### src/rtl/sram_march_bist.sv
// sram_march_bist: March C- BIST initiator for a single-port SRAM.
//   Runs E0 up(w0); E1 up(r0,w1); E2 up(r1,w0); E3 down(r0,w1); E4 down(r1,w0);
//   E5 up(r0). That is one SRAM op per cycle, 10*DEPTH ops in total. Read data is
//   checked at the tail of an RD_LAT-deep compare pipeline.
// Ports:
//   clk, reset (async, active high), start (accepted in IDLE only)
//   busy, done, pass, fail_count (saturating), fail_addr/fail_elem/fail_data (first miscompare)
//   sram_addr, sram_we, sram_re, sram_wdata -> SRAM;  sram_rdata <- SRAM (RD_LAT after re)
module sram_march_bist #(
    parameter int ADDR_W = 4,
    parameter int DATA_W = 8,
    parameter int RD_LAT = 1,
    parameter int CNT_W  = 8
) (
    input  logic              clk,
    input  logic              reset,
    input  logic              start,
    output logic              busy,
    output logic              done,
    output logic              pass,
    output logic [CNT_W-1:0]  fail_count,
    output logic [ADDR_W-1:0] fail_addr,
    output logic [2:0]        fail_elem,
    output logic [DATA_W-1:0] fail_data,
    output logic [ADDR_W-1:0] sram_addr,
    output logic              sram_we,
    output logic              sram_re,
    output logic [DATA_W-1:0] sram_wdata,
    input  logic [DATA_W-1:0] sram_rdata
);
    localparam int DW = (RD_LAT > 1) ? $clog2(RD_LAT) : 1;

    typedef enum logic [1:0] {IDLE, RUN, DRAIN, DONE} state_t;
    state_t state, state_nxt;

    logic [2:0]        elem;
    logic [ADDR_W-1:0] addr;
    logic              phase;      // 0 = read slot, 1 = write slot of a r-then-w element
    logic [DW-1:0]     drain_cnt;

    logic accept, is_read, down, last_addr, adv, last_op, drain_last, miss;
    logic [DATA_W-1:0] rd_exp, wr_bg;

    assign accept     = (state == IDLE) && start;
    assign is_read    = (elem != 3'd0) && !phase;
    assign down       = (elem == 3'd3) || (elem == 3'd4);
    assign last_addr  = down ? (addr == '0) : (addr == '1);
    // Address moves on after the write of r/w elements, and every cycle in E0/E5.
    assign adv        = !((elem >= 3'd1) && (elem <= 3'd4) && !phase);
    assign last_op    = (elem == 3'd5) && last_addr;
    assign drain_last = (drain_cnt == DW'(RD_LAT - 1));
    assign rd_exp     = ((elem == 3'd2) || (elem == 3'd4)) ? '1 : '0;
    assign wr_bg      = ((elem == 3'd1) || (elem == 3'd3)) ? '1 : '0;

    // FSM: state register
    always_ff @(posedge clk or posedge reset) begin
        if (reset) state <= IDLE;
        else       state <= state_nxt;
    end

    // FSM: next state
    always_comb begin
        state_nxt = state;
        case (state)
            IDLE:    if (start)      state_nxt = RUN;
            RUN:     if (last_op)    state_nxt = DRAIN;
            DRAIN:   if (drain_last) state_nxt = DONE;
            default:                 state_nxt = IDLE;
        endcase
    end

    // FSM: outputs
    always_comb begin
        busy       = (state == RUN) || (state == DRAIN);
        done       = (state == DONE);
        sram_addr  = (state == RUN) ? addr : '0;
        sram_re    = (state == RUN) && is_read;
        sram_we    = (state == RUN) && !is_read;
        sram_wdata = sram_we ? wr_bg : '0;
    end

    // March sequencing counters
    always_ff @(posedge clk or posedge reset) begin
        if (reset) begin
            elem      <= '0;
            addr      <= '0;
            phase     <= 1'b0;
            drain_cnt <= '0;
        end else if (accept) begin
            elem      <= '0;
            addr      <= '0;
            phase     <= 1'b0;
            drain_cnt <= '0;
        end else if (state == RUN) begin
            if (!adv) begin
                phase <= 1'b1;
            end else begin
                phase <= 1'b0;
                if (last_addr) begin
                    elem <= elem + 3'd1;
                    // E3 and E4 sweep downwards, everything else upwards
                    addr <= ((elem == 3'd2) || (elem == 3'd3)) ? '1 : '0;
                end else begin
                    addr <= down ? addr - ADDR_W'(1) : addr + ADDR_W'(1);
                end
            end
        end else if (state == DRAIN) begin
            drain_cnt <= drain_cnt + DW'(1);
        end
    end

    // Compare pipeline: tail lines up with sram_rdata of the matching read
    logic [RD_LAT-1:0]             vld_pipe;
    logic [RD_LAT-1:0][DATA_W-1:0] exp_pipe;
    logic [RD_LAT-1:0][ADDR_W-1:0] addr_pipe;
    logic [RD_LAT-1:0][2:0]        elem_pipe;

    always_ff @(posedge clk or posedge reset) begin
        if (reset) begin
            vld_pipe  <= '0;
            exp_pipe  <= '0;
            addr_pipe <= '0;
            elem_pipe <= '0;
        end else begin
            vld_pipe[0]  <= sram_re;
            exp_pipe[0]  <= rd_exp;
            addr_pipe[0] <= addr;
            elem_pipe[0] <= elem;
            for (int i = 1; i < RD_LAT; i++) begin
                vld_pipe[i]  <= vld_pipe[i-1];
                exp_pipe[i]  <= exp_pipe[i-1];
                addr_pipe[i] <= addr_pipe[i-1];
                elem_pipe[i] <= elem_pipe[i-1];
            end
        end
    end

    assign miss = vld_pipe[RD_LAT-1] && (sram_rdata != exp_pipe[RD_LAT-1]);

    // Results. fail_count never wraps, so zero reliably marks "no miscompare yet".
    always_ff @(posedge clk or posedge reset) begin
        if (reset) begin
            pass       <= 1'b0;
            fail_count <= '0;
            fail_addr  <= '0;
            fail_elem  <= '0;
            fail_data  <= '0;
        end else if (accept) begin
            pass       <= 1'b0;
            fail_count <= '0;
            fail_addr  <= '0;
            fail_elem  <= '0;
            fail_data  <= '0;
        end else begin
            if (miss) begin
                if (fail_count == '0) begin
                    fail_addr <= addr_pipe[RD_LAT-1];
                    fail_elem <= elem_pipe[RD_LAT-1];
                    fail_data <= sram_rdata;
                end
                if (fail_count != '1) fail_count <= fail_count + CNT_W'(1);
            end
            // The last compare lands in the final DRAIN cycle, so fold it in here.
            if ((state == DRAIN) && drain_last) pass <= (fail_count == '0) && !miss;
        end
    end
endmodule
### config.mk
export PLATFORM = sky130hd
export DESIGN_NAME = sram_march_bist
export DESIGN_NICKNAME = d
export VERILOG_FILES = /design/src/rtl/sram_march_bist.sv
export SDC_FILE = /design/constraint.sdc
export NUM_CORES = 1
export LEC_CHECK = 0
export CAP_MARGIN = 25
export CORE_ASPECT_RATIO = 0.8
export CORE_MARGIN = 3
export CORE_UTILIZATION = 55
export CTS_BUF_LIST = sky130_fd_sc_hd__clkbuf_8
export DETAILED_ROUTE_END_ITERATION = 16
export PLACE_DENSITY = 0.86
export SLEW_MARGIN = 20
export SYNTH_ARGS = -nofsm -noshare
export SYNTH_HDL_FRONTEND = slang
export SYNTH_SLANG_ARGS = --single-unit
### constraint.sdc
create_clock -name clk -period 3.68 [get_ports clk]
set_input_delay 0.736 -clock clk [delete_from_list [all_inputs] [get_ports clk]]
set_output_delay 0.736 -clock clk [all_outputs]
set_load 0.05 [all_outputs]
After elaboration in Yosys (flattened, before gate mapping):

Cells that the tools add are included.

* RAM bits: 0
* bits in read-only memories: 0
* flip-flop bits (word level): 51
* latch bits: 0
* output and inout port bits: 40
* input port bits: 11
* memories kept: 0

* equal/unequal tests: 16
* mux-type cells: 39
* $lt $le $gt $ge: 2
* bitwise logic cells: 1
* add/subtract/negate cells: 5
* div/mod/pow operators: 0
* multiply operators: 0
* reductions and logical operators: 35
* shift-type cells: 0

Operators by type and width (count)
* 8-bit two-way mux: 9
* 4-bit two-way mux: 10
* 3-bit two-way mux: 7
* 2-bit nonzero test: 7
* 1-bit logical AND: 10
* 2-bit inequality test (second input constant): 5
* 1-bit two-way mux: 9
* 8-bit by 1-bit adder with 8-bit output (second input constant): 1
* 8-bit zero test: 1
* 8-bit inequality test: 1
* 8-bit inequality test (second input constant): 1
* 2-bit AND reduction: 4
* 3-bit by 2-bit equality test with 1-bit output (second input constant): 2
* 3-bit equality test (second input constant): 2
* 2-bit two-way mux: 3
* 2-bit case mux with 3 select lines: 1
* 3-bit AND reduction: 2
* 1-bit logical OR: 5
* 4-bit by 1-bit adder with 4-bit output (second input constant): 1
* 2-bit equality test (second input constant): 2
* 4-bit equality test (second input constant): 1
* 4-bit zero test: 1
* 4-bit by 1-bit subtractor with 4-bit output (second input constant): 1
* 3-bit by 1-bit adder with 3-bit output (second input constant): 1
* 9 further kinds: 11

Longest topological paths before layout:

* word-level depth: 7
* depth in mapped cells: 10
* depth with buffers taken out: 10

Worst setup path before layout:

Ideal clock, no wire load.

* path type: reg2out
* start point: reg state[1]
* end point: out sram_wdata[1]
* stages on the path, launching flop included: 7
* path slack: -68 ps
* arrival time: 3012 ps
* cell sequence: dfrtp_1 -> inv_1 -> ha_1 -> clkbuf_1 -> nor2b_1 -> nor2b_1 -> buf_4

* longest elaborated chain between the ends: 3

Ends and longest elaborated chain
* start: declaration: line 34 `state_t state, state_nxt;`
* start signal: assignment: line 58 `else state <= state_nxt;`
* 2-bit by 1-bit equality test with 1-bit output: line 78 `sram_we = (state == RUN) && !is_read;`
* 1-bit logical AND: line 78
* net sram_we: line 26 `output logic sram_we,`
* 8-bit two-way mux: line 79 `sram_wdata = sram_we ? wr_bg : '0;`
* end: declaration: line 28 `output logic [DATA_W-1:0] sram_wdata,`

The timed path passes the listed nets, and every way through them passes these cells.

Worst setup path after layout:

* start point: reg state[1]
* end point: out sram_wdata[6]

* longest elaborated chain between the ends: 3

Ends and longest elaborated chain (line)
* 2-bit by 1-bit equality test with 1-bit output: 78
* 1-bit logical AND: 78
* 8-bit two-way mux: 79

Every way passes these cells.

==> flow_summary.yaml <==
pwr:
  clock_power_share: 0.220
  p_switching_w: 0.000742
  power_density_mw_per_mm2: 614
  p_leak_nw: 1.34
  p_seq_frac: 0.373
  vdd_ir_drop_max_uv: 749
  p_int_w: 0.00107
  combPwrFrac: 0.408
  total_power_w: 0.00181
  swShare: 0.409
synth:
  syn-num-nets: 255
  synth_compound_area_frac: 0.108
  ys_warn_count: 0
  synth-main-ff-cell: "dfrtp_1"
  post_synth_and_or_nand_nor_area_fraction: 0.200
  synth_commonest_cells: "dfrtp_1, nand2_1, nor2_1"
  muxShareOfSynthArea: 0.0656
  yosysTopAreaCellShare: 0.477
  synth_area_per_cell_um2: 10.0
  synth_async_sr_flop_share: 1.00
  yosysTopAreaCell: "dfrtp_1"
  synth_xor_area_frac: 0.0114
  synth-edff-count: 0
  syn_inst: 230
  synth_area_leaders: "dfrtp_1, ha_1, mux2i_1"
  ys_ff_latch: 44
  yosysUniqueCellTypes: 41
  yosysMostFrequentCell: "dfrtp_1"
  synth_top_family_by_area: "simple AND/OR/NAND/NOR gates"
  synth_area_mm2: 0.00231
  seq_area_frac_synth: 0.477
  synth_fa_ha_area_frac: 0.0791
worst_setup_path:
  rr_endpoint: "addr[3]"
  worstPathArrival_ps: 2520
  endpoint_kind: "output port"
  startpoint_type: "flop"
  critical_path_class: "reg -> out"
  worstRegToRegCells: 10
  required_ps: 2940
  path_max_fanout: 11
  reg2reg_slack_ps: 880
  rr_startpoint: "elem[0]"
  crit_start: "state[1]"
clocking:
  h-tree-depth: 2
  clkTransAtPathRegs_ps: 80
  cts_setup_buffers: 0
  numCtsBuffers: 5
  clockRootBuffer: "clkbuf_8"
  numClockSinks: 44
  clkLatencyLatePin_ps: 290
  cts_hold_buffers: 0
  cts_tree: "yes"
  ctsResizeCount: 0
  clk_path_buf_depth: 2
grt:
  grt_usage: 0.209
  overflow: 0
  grt_max_degree: 29
  grt_pass1_vias: 1737
  antenna_found_initial: 0
  grt_pass1_wl_mm: 8.30
route:
  num_vias: 1840
  vias_per_cell: 5.56
  wl_mm: 4.85
  wl_per_cell_um: 14.6
  first_pass_iters: 4
  drc: 0
  drt_iter0_drc: 113
  ant_nets: 0
timing:
  fmax_mhz: 307
  rsz0062_at_grt: "no"
  setup_tns_ps: 0
  whs_ps: 472
  drv_slew: 0
  skew_ps: 8.71
  setup_violations: 0
  min_period_ps: 3250
  final.period_utilization: 0.884
  finalHoldViolCount: 0
  worst_slew_pin_slew_ps: 703
  relSlewSlack: 0.528
worst_hold_path:
  worstHoldEndpoint: "elem_pipe[1]"
  min_path_cells: 0
  worstHoldPathType: "reg -> reg"
  min_from: "elem[1]"
final_layout:
  design_area_mm2: 0.00295
  area_growth_pct: 28.0
  fillers: 263
  n_antenna_cell: 0
  nets: 300
  final_cells: 331
  drive_above_1_share: 0.0688
floorplan:
  ios: 51
  start_util: 0.591
  core_mm2: 0.00390
  design.die.area_mm2: 0.00502
  core.rowCount: 20
  die_h_um: 63.9
  die_w_um: 78.4
placed_design:
  dpl.hpwl_mm: 3.53
  placed_cells: 323
  placed_area_mm2: 0.00283
  io_buffers: 50
  place_congestion: 0.954
job:
  maxCapViolCount: 0
run_status:
  status: "finished, final reports clean"
state kept, by name (all words and copies together) (netlist names):
signal and cells:
fail_count 8, fail_data 8, addr 4, addr_pipe 4, fail_addr 4, elem 3, elem_pipe 3, fail_elem 3
state 2, drain_cnt 1, exp_pipe 1, pass 1, phase 1, vld_pipe 1
cells by family after synthesis:
kind of cell,after synthesis
simple gates,86
buf+inv,29
fa+ha+maj,14
compound gates,39
xor+xnor,3
mux,15
flops,44
per-layer routing:
metal	part of all wire	track usage
met3	0.057	0.0507
met2	0.44	0.321
met5	0	0
met1	0.50	0.303
met4	0.0066	0.0459
cells in the final DEF, fill, tap and decap left out, types with 7 or more instances in the layout:
cell | Yosys | final
ha_1 | 13 | 13
a21oi_1 | 9 | 9
clkbuf_8 | 0 | 7
mux2i_1 | 14 | 14
o21ai_0 | 11 | 11
dfrtp_1 | 44 | 44
nand2_1 | 19 | 19
inv_1 | 13 | 12
clkdlybuf4s50_1 | 0 | 50
nand3_1 | 13 | 13
nor2_1 | 15 | 15
power groups by stage:
stage / clock (W) / combinational (W) / sequential [W]
final: 0.000399 / 0.000740 / 0.000677
after global routing: 0.000431 / 0.000776 / 0.000696
after CTS: 0.000404 / 0.000746 / 0.000675
after detailed placement: 0 / 0.000742 / 0.000682
after global placement: 0 / 0.000731 / 0.000680
after floorplan: 0 / 0.000160 / 0.00101
worst max path at each step:
| stage | end | slack [ps] | cells after the start |
|---|---|---|---|
| final | sram_wdata[6] | 430 | 5 |
| after global routing | sram_wdata[0] | 230 | 5 |
| after global placement | sram_wdata[0] | 820 | 5 |
| after floorplan | sram_wdata[1] | 260 | 6 |
| after detailed placement | sram_wdata[5] | 740 | 5 |
| after CTS | sram_wdata[6] | 390 | 5 |
worst max-delay path: stages, from the launching register on:
cell and delay (ps):
dfrtp_1 420, inv_1 90, ha_1 350, nor2b_1 210
nor2b_2 290, clkdlybuf4s50_1 860
per-stage QoR:
step / util / setup WS (ps)
5_1_grt: 0.757 / 226
3_3_place_gp: 0.724 / 817
6_report: 0.757 / 426
3_5_place_dp: 0.724 / 738
2_1_floorplan: - / 259
4_1_cts: 0.757 / 390
final cells by class:
| cell class | count | area [um^2] | area share |
|---|---|---|---|
| clock buffers | 7 | 96.3 | 0.0326 |
| clock inverters | 1 | 30.0 | 0.0102 |
| inverters | 13 | 48.8 | 0.0165 |
| multi-input cells | 157 | 1080 | 0.365 |
| flip-flops and latches | 44 | 1100 | 0.373 |
| well taps | 55 | 68.8 | 0.0233 |
| repair buffers | 54 | 531 | 0.180 |
Note: power is estimated with default switching activity, not from simulation.
